File: src/rtl/prefix_add_sequencer.sv
// prefix_add_sequencer
// Multi-cycle controller that performs one WIDTH-bit addition by feeding a
// shared SEG-bit combinational adder one segment per cycle, rippling the
// carry between segments in a register. The completed result is published
// on sum/cout only when the last segment is done, so an aborted operation
// leaves the previous result visible.
// Optional feature macro: PREFIX_ADD_SEQ_OVF_EN adds the signed-overflow
// output ovf.
module prefix_add_sequencer #(
    parameter int WIDTH = 64,
    parameter int SEG   = 16
) (
    input  logic             clk,
    input  logic             rst_n,
    input  logic             start,
    input  logic             abort,
    input  logic [WIDTH-1:0] op_a,
    input  logic [WIDTH-1:0] op_b,
    input  logic             op_cin,
    output logic             ready,
    output logic             busy,
    output logic             done,
    output logic [WIDTH-1:0] sum,
    output logic             cout,
    output logic [SEG-1:0]   add_a,
    output logic [SEG-1:0]   add_b,
    output logic             add_cin,
    input  logic [SEG-1:0]   add_sum,
    input  logic             add_cout
`ifdef PREFIX_ADD_SEQ_OVF_EN
    ,
    output logic             ovf
`endif
);

    localparam int NSEG = WIDTH / SEG;
    localparam int IDXW = (NSEG > 1) ? $clog2(NSEG) : 1;

    typedef enum logic [1:0] {
        S_IDLE,
        S_RUN,
        S_DONE
    } state_t;

    state_t state_reg;
    state_t state_next;

    logic [IDXW-1:0]  idx_reg;
    logic [WIDTH-1:0] a_reg;
    logic [WIDTH-1:0] b_reg;
    logic             cin_reg;
    logic             carry_reg;
    logic [WIDTH-1:0] sum_reg;      // shadow accumulator, discarded on abort
    logic [WIDTH-1:0] sum_out_reg;  // published result
    logic             cout_reg;
    logic [WIDTH-1:0] sum_next;
    logic             last_seg;

    logic [SEG-1:0] a_seg [NSEG];
    logic [SEG-1:0] b_seg [NSEG];

    assign last_seg = (idx_reg == IDXW'(NSEG - 1));

    // Slice operands into segments and merge the current adder sum into the
    // shadow accumulator at the active segment position.
    generate
        for (genvar gi = 0; gi < NSEG; gi++) begin : g_seg
            assign a_seg[gi] = a_reg[gi*SEG +: SEG];
            assign b_seg[gi] = b_reg[gi*SEG +: SEG];
            assign sum_next[gi*SEG +: SEG] =
                (idx_reg == IDXW'(gi)) ? add_sum : sum_reg[gi*SEG +: SEG];
        end
    endgenerate

    assign ready = (state_reg == S_IDLE);
    assign busy  = (state_reg == S_RUN);
    assign done  = (state_reg == S_DONE);
    assign sum   = sum_out_reg;
    assign cout  = cout_reg;

    // State register.
    always_ff @(posedge clk or negedge rst_n) begin
        if (!rst_n) begin
            state_reg <= S_IDLE;
        end else begin
            state_reg <= state_next;
        end
    end

    // Next-state logic and shared-adder drive; adder inputs stay at zero
    // outside RUN so the adder only toggles while busy.
    always_comb begin
        state_next = state_reg;
        add_a      = '0;
        add_b      = '0;
        add_cin    = 1'b0;
        case (state_reg)
            S_IDLE: begin
                if (start) begin
                    state_next = S_RUN;
                end
            end
            S_RUN: begin
                add_a   = a_seg[idx_reg];
                add_b   = b_seg[idx_reg];
                add_cin = (idx_reg == '0) ? cin_reg : carry_reg;
                if (abort) begin
                    state_next = S_IDLE;
                end else if (last_seg) begin
                    state_next = S_DONE;
                end
            end
            S_DONE: begin
                state_next = S_IDLE;
            end
            default: begin
                state_next = S_IDLE;
            end
        endcase
    end

    // Operand capture, per-segment accumulation and result publication.
    always_ff @(posedge clk or negedge rst_n) begin
        if (!rst_n) begin
            idx_reg     <= '0;
            a_reg       <= '0;
            b_reg       <= '0;
            cin_reg     <= 1'b0;
            carry_reg   <= 1'b0;
            sum_reg     <= '0;
            sum_out_reg <= '0;
            cout_reg    <= 1'b0;
        end else begin
            case (state_reg)
                S_IDLE: begin
                    if (start) begin
                        a_reg   <= op_a;
                        b_reg   <= op_b;
                        cin_reg <= op_cin;
                        idx_reg <= '0;
                    end
                end
                S_RUN: begin
                    if (!abort) begin
                        sum_reg   <= sum_next;
                        carry_reg <= add_cout;
                        if (last_seg) begin
                            sum_out_reg <= sum_next;
                            cout_reg    <= add_cout;
                        end else begin
                            idx_reg <= idx_reg + 1'b1;
                        end
                    end
                end
                default: begin
                end
            endcase
        end
    end

`ifdef PREFIX_ADD_SEQ_OVF_EN
    logic ovf_reg;
    logic ovf_next;

    // Signed overflow: operands share a sign and the result sign differs.
    assign ovf_next = (add_a[SEG-1] ~^ add_b[SEG-1]) & (add_a[SEG-1] ^ add_sum[SEG-1]);
    assign ovf      = ovf_reg;

    // Overflow flag is published alongside sum/cout on the last segment.
    always_ff @(posedge clk or negedge rst_n) begin
        if (!rst_n) begin
            ovf_reg <= 1'b0;
        end else if (state_reg == S_RUN && !abort && last_seg) begin
            ovf_reg <= ovf_next;
        end
    end
`endif

endmodule
File: config.mk
export PLATFORM = sky130hd
export DESIGN_NAME = prefix_add_sequencer
export DESIGN_NICKNAME = d
export VERILOG_FILES = /design/src/rtl/prefix_add_sequencer.sv
export SDC_FILE = /design/constraint.sdc
export NUM_CORES = 1
export LEC_CHECK = 0
export ABC_AREA = 1
export CORE_AREA = 2 2 196 198
export DETAILED_ROUTE_END_ITERATION = 8
export DIE_AREA = 0 0 198 200
export GPL_TIMING_DRIVEN = 0
export MAX_ROUTING_LAYER = met4
export PLACE_DENSITY = 0.66
export SLEW_MARGIN = 15
export SYNTH_ARGS = -nofsm -noshare
export SYNTH_HDL_FRONTEND = slang
export SYNTH_SLANG_ARGS = --single-unit
File: constraint.sdc
create_clock -name clk -period 2.05 [get_ports clk]
set_input_delay 0.205 -clock clk [delete_from_list [all_inputs] [get_ports clk]]
set_output_delay 0.205 -clock clk [all_outputs]
set_load 0.01 [all_outputs]
==> flow_summary.ini <==
[placed_design]
dpl.hpwl_mm = 27.6
pre_cts_slack_ns = -1.61
port_buffers = 250
dp.cells = 2176
gp_congestion = 0.844

[setup_path]
startpoint_type = register
crit_required_ns = 1.85
crit_fanout = 7
cp.arrival_ns = 1.99
end_kind = primary output
crit_type = register to primary output

[pwr]
peakVddDrop_uv = 708
power_leakage_nw = 7.87
total_power_mw = 22.0
powerDensity_nw_per_um2 = 1350

[synthesis]
ys.flop_type = dfrtp_1
synthDistinctLibCells = 16
syn_nets = 1567
synth_top_area_share = 0.557
synthAdderAreaFrac = 0.00451
synth_compound_area_frac = 0.116
synthSimpleGateAreaFrac = 0.224
synth-xor-area-share = 0
yosysSeqAreaShare = 0.557
synth_edf_count = 0
syn_inst = 1413
yosys.area.top_type = dfrtp_1
yosys_register_bits = 247
async_reset_ff_frac = 1.00
yosys_warnings = 0
synth_top_family_by_area = simple AND/OR/NAND/NOR gates
synth_area_um2 = 11100
synth_common_cells = 427 x nand2_1, 247 x dfrtp_1, 183 x inv_1, 161 x a21oi_1, 133 x nor2_1
synthMostInstantiatedCell = nand2_1
synth_mux_area_frac = 0
synth.avg_cell_area_um2 = 7.85
yosys-top-cells-area = dfrtp_1 56%, nand2_1 14%, a21oi_1 7.3%, inv_1 6.2%, nor2_1 4.5%

[timing]
finalWorstSetupSlack_ns = -0.145
fin_setup_tns_ns = -2.38
slew_headroom = 0.600
min_period_ns = 2.19
rsz0062_at_grt = yes
worstMarginPinSlew_ns = 0.600
post-route-period-util = 1.07
clock_skew_ns = 0.0250
setup_viol_count_final = 32
hold_viol_final = 0
fmax_mhz = 456
slew_violations = 0

[clocking]
cts.sinks = 247
clk_path_buf_depth = 3
cts_buffers = 29
ctsRootBufferMaster = clkbuf_16
clkSlewWorstSetupHoldPaths_ns = 0.06
cts_tree = yes
clock_latency_ns = 0.56
htree_levels = 1

[floorplan]
start_util = 0.296
io_pins = 251
coreArea_um2 = 37400
die_height_um = 200
fp-row-count = 71
fp.dieArea_um2 = 39600
die_w_um = 198

[route]
wl_met3_mm = 2.38
num_vias = 10400
drtIter0Drc = 570
dr_wl_met2_mm = 18.2
drc = 0
highest_layer = met4
viasPerCell = 4.63
finalWirelength_mm = 38.2
ant_nets = 0
first_pass_iters = 5
wl_per_cell_um = 16.9
wl_met1_mm = 16.4

[job]
maxCapViolCount = 0

[grt]
grt_antenna_before_repair = 1
overflow = 0
grt_max_degree = 94
grt_pass1_wl_mm = 57.7
grt_pass1_vias = 10400
grt_use_total = 0.194

[layout]
nNetsFinal = 1879
final_cells = 2257
area_growth_pct = 46.7
largest_register_ff_count = 112
drive_above_1_share = 0.176

[min_path]
min-delay-path-class = primary input to async pin

[outcome]
status = finished, violations left
violations = negative setup slack
==> final cells by class <==
| class | count | area [um2] |
|---|---|---|
| diodes | 1 | 2.50 |
| clock inverters | 4 | 22.5 |
| repair buffers | 282 | 2820 |
| multi-input cells | 897 | 4400 |
| well taps | 511 | 639 |
| fillers | 3672 | 21100 |
| clock buffers | 47 | 863 |
| plain buffers | 85 | 642 |
| inverters | 183 | 691 |
| flip-flops and latches | 247 | 6180 |
==> critical path: stages, from the launching register on <==
cell	delay [ns]
dfrtp_2	0.42
inv_2	0.07
buf_8	0.14
buf_12	0.14
ha_4	0.16
buf_8	0.12
nor2_4	0.07
a21oi_2	0.04
nor2_2	0.12
buf_2	0.15
==> layer usage <==
metal / up-vias / global-route usage
met4: 0 / 0.0615
met1: 5029 / 0.248
met2: 361 / 0.315
li1: 4983 / -
met5: - / -
met3: 67 / 0.0339
==> timing repair <==
action / in CTS / in global routing
setup buffers: 12 / 12
gates cloned: 0 / 5
resized for setup: 218 / 184
hold buffers: 1 / 0
hold endpoints to repair: 66 / 0
pin swaps: 12 / 33
setup endpoints to repair: 130 / 102
==> cell families after synthesis <==
group	count (synthesis)
AND/OR/NAND/NOR	635
buffers and inverters	269
AO/OA/AOI/OAI	258
flip-flops	247
adder cells (fa/ha/maj)	4
==> per-stage QoR <==
step                cell area (um2)  utilization  hold WS [ns]
floorplan                     11100            -       -0.0906
global placement              14200        0.380         0.465
detailed placement            14300        0.382         0.199
CTS                           15600        0.418         0.205
global route                  16300        0.435         0.218
finish                        16300        0.435         0.213
==> power by group <==
group	switching (mW)	leakage [nW]	internal, mW
clock	2.03	0.433	2.84
combinational	5.41	4.56	4.29
sequential	0.698	2.88	6.72
total	8.13	7.87	13.9
==> worst paths after layout <==
path | startpoint | to | slack [ns] | cells past startpoint
hold reg to reg | sum[45] | sum[45] | 0.48 | 2
hold / removal | rst_n | sum[34] | 0.21 | 2
max in group asynchronous | rst_n | b_reg[46] | 0.96 | 3
min in group clk | op_a[6] | a_reg[6] | 0.22 | 3
setup / recovery | idx_reg[0] | add_cin | -0.14 | 9
setup reg to reg | idx_reg[1] | sum_reg[28] | 0.18 | 8
==> layout by cell type, fill, tap and decap left out, types with 12 or more instances in the layout <==
| cell | Yosys | layout |
|---|---|---|
| buf_6 | 0 | 13 |
| o21ai_0 | 93 | 91 |
| a21oi_1 | 161 | 131 |
| nand2_1 | 427 | 389 |
| nand3_1 | 71 | 26 |
| buf_8 | 0 | 12 |
| clkdlybuf4s50_1 | 0 | 215 |
| nand2_2 | 2 | 29 |
| clkbuf_1 | 26 | 19 |
| buf_2 | 43 | 67 |
| dfrtp_1 | 247 | 244 |
| inv_1 | 183 | 181 |
| buf_4 | 4 | 23 |
| nand3_2 | 0 | 40 |
| a21oi_2 | 0 | 27 |
| nor2_1 | 133 | 131 |
| clkbuf_16 | 0 | 34 |
(Power assumes the default switching activity.)
